<file path="src/rtl/pipe_stage.sv">
// pipe_stage: pipeline stage register with valid/ready handshake, optional two-entry skid buffer, bubble and flush
module pipe_stage #(
  parameter int CTRL_W = 64,
  parameter int DATA_W = 384,
  parameter int SKID   = 1
) (
  input  logic              clk,
  input  logic              rst,
  input  logic              in_valid,
  output logic              in_ready,
  input  logic [CTRL_W-1:0] in_ctrl,
  input  logic [DATA_W-1:0] in_data,
  input  logic              clr,
  input  logic              flush,
  output logic              out_valid,
  input  logic              out_ready,
  output logic [CTRL_W-1:0] out_ctrl,
  output logic [DATA_W-1:0] out_data,
  output logic [1:0]        occupancy
);
  typedef enum logic [1:0] {EMPTY = 2'd0, BUSY = 2'd1, FULL = 2'd2} state_t;
  state_t            state_q, state_d;
  logic [CTRL_W-1:0] main_ctrl_q, main_ctrl_d, skid_ctrl_q, skid_ctrl_d, in_ctrl_m;
  logic [DATA_W-1:0] main_data_q, main_data_d, skid_data_q, skid_data_d;
  logic              acc, con;
  assign out_valid = state_q != EMPTY;
  assign in_ready  = !rst && ((SKID != 0) ? (state_q != FULL) : (!out_valid || out_ready));
  assign acc       = in_valid && in_ready;
  assign con       = out_valid && out_ready;
  assign in_ctrl_m = clr ? '0 : in_ctrl;
  assign out_ctrl  = main_ctrl_q;
  assign out_data  = main_data_q;
  assign occupancy = state_q;
  always_comb begin
    state_d     = state_q;
    main_ctrl_d = main_ctrl_q;
    main_data_d = main_data_q;
    skid_ctrl_d = skid_ctrl_q;
    skid_data_d = skid_data_q;
    if (flush) begin
      state_d     = EMPTY;
      main_ctrl_d = '0;
      skid_ctrl_d = '0;
    end else if (state_q == EMPTY) begin
      if (acc) begin
        state_d     = BUSY;
        main_ctrl_d = in_ctrl_m;
        main_data_d = in_data;
      end
    end else if (state_q == BUSY) begin
      if (acc && con) begin
        main_ctrl_d = in_ctrl_m;
        main_data_d = in_data;
      end else if (acc && SKID != 0) begin
        state_d     = FULL;
        skid_ctrl_d = in_ctrl_m;
        skid_data_d = in_data;
      end else if (con) begin
        state_d = EMPTY;
      end
    end else if (con) begin
      state_d     = BUSY;
      main_ctrl_d = skid_ctrl_q;
      main_data_d = skid_data_q;
    end
  end
  always_ff @(posedge clk) begin
    if (rst) begin
      state_q     <= EMPTY;
      main_ctrl_q <= '0;
      main_data_q <= '0;
      skid_ctrl_q <= '0;
      skid_data_q <= '0;
    end else begin
      state_q     <= state_d;
      main_ctrl_q <= main_ctrl_d;
      main_data_q <= main_data_d;
      skid_ctrl_q <= skid_ctrl_d;
      skid_data_q <= skid_data_d;
    end
  end
endmodule

</file>
<file path="config.mk">
export PLATFORM = sky130hd
export DESIGN_NAME = pipe_stage
export DESIGN_NICKNAME = d
export VERILOG_FILES = /design/src/rtl/pipe_stage.sv
export SDC_FILE = /design/constraint.sdc
export NUM_CORES = 2
export LEC_CHECK = 0
export CELL_PAD_IN_SITES_DETAIL_PLACEMENT = 1
export CELL_PAD_IN_SITES_GLOBAL_PLACEMENT = 1
export CORE_ASPECT_RATIO = 1.5
export CORE_MARGIN = 1.5
export CORE_UTILIZATION = 30
export DETAILED_ROUTE_END_ITERATION = 10
export PLACE_DENSITY_LB_ADDON = 0.1
export SYNTH_ARGS = -nofsm -noshare
export SYNTH_HDL_FRONTEND = slang
export SYNTH_SLANG_ARGS = --single-unit
</file>
<file path="constraint.sdc">
create_clock -name clk -period 2.25 [get_ports clk]
set_input_delay 0.675 -clock clk [delete_from_list [all_inputs] [get_ports clk]]
set_output_delay 0.675 -clock clk [all_outputs]
set_load 0.005 [all_outputs]
</file>
==> flow_results.xml <==
<?xml version="1.0" encoding="UTF-8"?>
<metrics>
  <group name="setup_path">
    <metric name="crit_fanout" unit="">36</metric>
    <metric name="startpoint_type" unit="">input pin</metric>
    <metric name="critPathKind" unit="">in -&gt; reg</metric>
    <metric name="worst_ep_arrival_time" unit="ns">2.77</metric>
    <metric name="critPathCaptureType" unit="">register</metric>
    <metric name="timing.critical_path.required" unit="ns">2.82</metric>
  </group>
  <group name="synth">
    <metric name="postSynthRegisterBits" unit="">898</metric>
    <metric name="post_synth_edffs" unit="">0</metric>
    <metric name="synth.most_common_cell" unit="">dfxtp_1</metric>
    <metric name="syn_area_cell" unit="µm²">10.5</metric>
    <metric name="cell_count_after_synthesis" unit="">3769</metric>
    <metric name="post_synth_main_area_contributors" unit="">dfxtp_1 (45%), o221a_2 (11%), mux2i_1 (10%)</metric>
    <metric name="ys_dominant_reg_cell" unit="">dfxtp_1</metric>
    <metric name="seq_area_frac_synth" unit="%">45.3</metric>
    <metric name="synth-warning-count" unit="">0</metric>
    <metric name="synth_area_leader_cell" unit="">dfxtp_1</metric>
    <metric name="synthDistinctLibCells" unit="">32</metric>
    <metric name="yosysTopAreaCellShare" unit="%">45.3</metric>
    <metric name="async_flop_share" unit="%">0</metric>
    <metric name="syn-cell-area" unit="mm²">0.0397</metric>
    <metric name="ys_top_cells_by_count" unit="">dfxtp_1 (898), nand2_1 (424), mux2i_1 (404), o221a_2 (380), nor2b_1 (365)</metric>
    <metric name="postSynthNetCount" unit="">4223</metric>
  </group>
  <group name="sta">
    <metric name="finalClockSkew" unit="ns">0.0223</metric>
    <metric name="report.final.slew_viol_count" unit="">0</metric>
    <metric name="maxClockFrequency" unit="GHz">0.456</metric>
    <metric name="max_slew.worst_pin.slew" unit="ns">0.617</metric>
    <metric name="setup-violations-final" unit="">0</metric>
    <metric name="period_share" unit="%">97.6</metric>
    <metric name="final_hold_viol_count" unit="">0</metric>
    <metric name="period_minus_slack" unit="ns">2.20</metric>
    <metric name="relSlewSlack" unit="%">57.8</metric>
  </group>
  <group name="die">
    <metric name="design.die.area" unit="mm²">0.135</metric>
    <metric name="die_width" unit="µm">300</metric>
    <metric name="core_area" unit="mm²">0.132</metric>
    <metric name="die_height" unit="µm">449</metric>
    <metric name="initial_utilization" unit="%">30.2</metric>
    <metric name="pin_count" unit="">906</metric>
    <metric name="placementRows" unit="">163</metric>
  </group>
  <group name="placed_design">
    <metric name="numPortBuffers" unit="">905</metric>
    <metric name="placement.cell_area" unit="mm²">0.0520</metric>
    <metric name="gp_congestion" unit="">0.796</metric>
    <metric name="hpwl" unit="µm">113000</metric>
  </group>
  <group name="run_status">
    <metric name="run_status" unit="">complete, no violations</metric>
  </group>
  <group name="clock_network">
    <metric name="clk_path_buf_depth" unit="">3</metric>
    <metric name="numClockSinks" unit="">898</metric>
    <metric name="clkSlewWorstSetupHoldPaths" unit="ns">0.06</metric>
    <metric name="clock_tree_from_tritoncts" unit="">done</metric>
    <metric name="insertion_delay" unit="ns">0.70</metric>
    <metric name="cts-buffers-inserted" unit="">100</metric>
    <metric name="cts_root_buf" unit="">clkbuf_16</metric>
    <metric name="cts.htree.levels" unit="">3</metric>
  </group>
  <group name="power_and_ir_drop">
    <metric name="total_power" unit="mW">37.7</metric>
    <metric name="power.leakage" unit="nW">22.7</metric>
    <metric name="power_density" unit="mW/mm²">684</metric>
    <metric name="power_frac_comb" unit="%">11.1</metric>
    <metric name="p_sw" unit="mW">9.43</metric>
    <metric name="seq_power_share" unit="%">44.3</metric>
    <metric name="irDropWorstVdd" unit="mV">0.538</metric>
    <metric name="power.share.clock" unit="%">44.6</metric>
    <metric name="switching_share" unit="%">25.0</metric>
    <metric name="internal_power" unit="mW">28.3</metric>
  </group>
  <group name="grt">
    <metric name="number_of_antenna_violations_at_the_first_check_in_global_routing" unit="">59</metric>
    <metric name="grt_pass1_wl" unit="µm">231000</metric>
    <metric name="first_global_vias" unit="">34500</metric>
    <metric name="gr-total-overflow" unit="">0</metric>
    <metric name="grt.total_usage" unit="%">22.6</metric>
    <metric name="grt_start_max_net_pins" unit="">96</metric>
  </group>
  <group name="routing">
    <metric name="drt_pass_1_iters" unit="">5</metric>
    <metric name="antenna_violating_nets_post_route" unit="">0</metric>
    <metric name="routed_wl" unit="µm">157000</metric>
    <metric name="via_per_inst" unit="">5.10</metric>
    <metric name="route.vias.total" unit="">32900</metric>
    <metric name="drc" unit="">0</metric>
    <metric name="first_iter_violations" unit="">1266</metric>
    <metric name="avgRoutedWirePerCell" unit="µm">24.4</metric>
  </group>
  <group name="run">
    <metric name="cap_viol_max_count" unit="">0</metric>
  </group>
  <group name="cells_and_area">
    <metric name="final_design_area_no_fill" unit="mm²">0.0551</metric>
    <metric name="areaGrowthSynthToFinish" unit="%">38.8</metric>
    <metric name="drive_above_1_share" unit="%">27.6</metric>
    <metric name="finish.net_count" unit="">5078</metric>
  </group>
  <group name="min_path">
    <metric name="hold_class" unit="">reg -&gt; reg</metric>
  </group>
</metrics>
[worst paths after layout]
check        cells past startpoint         start  slack, ns       endpoint
max                              7      in_valid       0.05   out_ctrl[37]
min                              2  out_ctrl[49]       0.45   out_ctrl[49]
max reg2reg                      7  occupancy[1]       0.14  out_data[380]
min reg2reg                      2  out_ctrl[49]       0.45   out_ctrl[49]
[layout make-up]
class	instances	area (µm²)
Antenna cell	16	40.0
Clock buffer	146	2960
Clock inverter	35	348
Fill cell	14400	76400
Inverter	69	274
Multi-Input combinational cell	2403	19700
Sequential cell	898	18200
Tap cell	1732	2170
Timing Repair Buffer	1152	11500
[cells in the final DEF, fill, tap and decap left out, drive strengths merged, types with 25 or more instances in the layout]
cell           instances
clkinv                25
dlygate4sd2          430
nor3b                 64
nand2                424
buf                  250
a21oi                 66
mux2                 365
and2                  64
a211oi                65
dfxtp                898
clkbuf               147
clkdlybuf4s50        461
or4b                  64
o221a                384
o21ai                 65
nor2b                365
mux2i                404
inv                   73
a2111oi               64
[routing by layer]
metal	vias up	part of all wire [%]	global-route usage [%]
li1	15400	-	-
met5	-	0.29	0
met1	16400	40	25.9
met3	262	6.8	6.66
met2	839	50	39.7
met4	70	2.9	7.56
[flip-flops by register name (all words and copies together), names as in the netlist]
register / count
out_ctrl: 64
occupancy: 2
skid_ctrl_q: 64
out_data: 384
skid_data_q: 384
[critical path: stages]
cell and delay (ns):
clkdlybuf4s50_1 0.67, buf_4 0.18, nand2b_2 0.10, buf_4 0.28
a2111oi_1 0.61, buf_4 0.20, a211oi_1 0.04
[per-stage QoR]
| stage | util [%] | setup WS (ns) | setup TNS (ns) | hold WS, ns | std cells |
|---|---|---|---|---|---|
| 5_1_grt | 41.9 | -0.000238 | -0.000238 | 0.473 | 6447 |
| 4_1_cts | 41.9 | -0.0127 | -0.0127 | 0.453 | 6435 |
| 2_1_floorplan | - | 0.0461 | 0 | 0.434 | 3769 |
| 6_report | 41.9 | 0.0548 | 0 | 0.449 | 6451 |
| 3_3_place_gp | 39.6 | -0.823 | -433.67 | 0.437 | 6247 |
| 3_5_place_dp | 39.6 | -0.749 | -423.55 | 0.445 | 6247 |
[power groups by stage]
stage / logic, mW / clock network, mW / registers [mW]
global route: 4.50 / 18.0 / 16.7
global placement: 4.48 / 0 / 17.0
finish: 4.19 / 16.8 / 16.7
CTS: 4.27 / 17.4 / 16.7
floorplan: 1.61 / 0 / 17.0
detailed placement: 4.51 / 0 / 17.0
[kinds of logic (layout without fill, tap and decap cells)]
logic type,count (synthesis),count (layout),synth area share [%]
and+or+nand+nor,987,987,13.7
DFF,898,898,45.3
muxes,769,769,20.5
AOI/OAI and AO/OA,647,647,15.3
buffers and inverters,468,1402,5.20
other,0,16,0
[what timing repair did]
item                       in CTS  in global routing
setup endpoints to repair     441                 15
setup buffers                   7                  0
hold buffers                    0                  0
resized for setup             579                 15
gates cloned                    0                  0
Power figures use the tool's default switching activity.
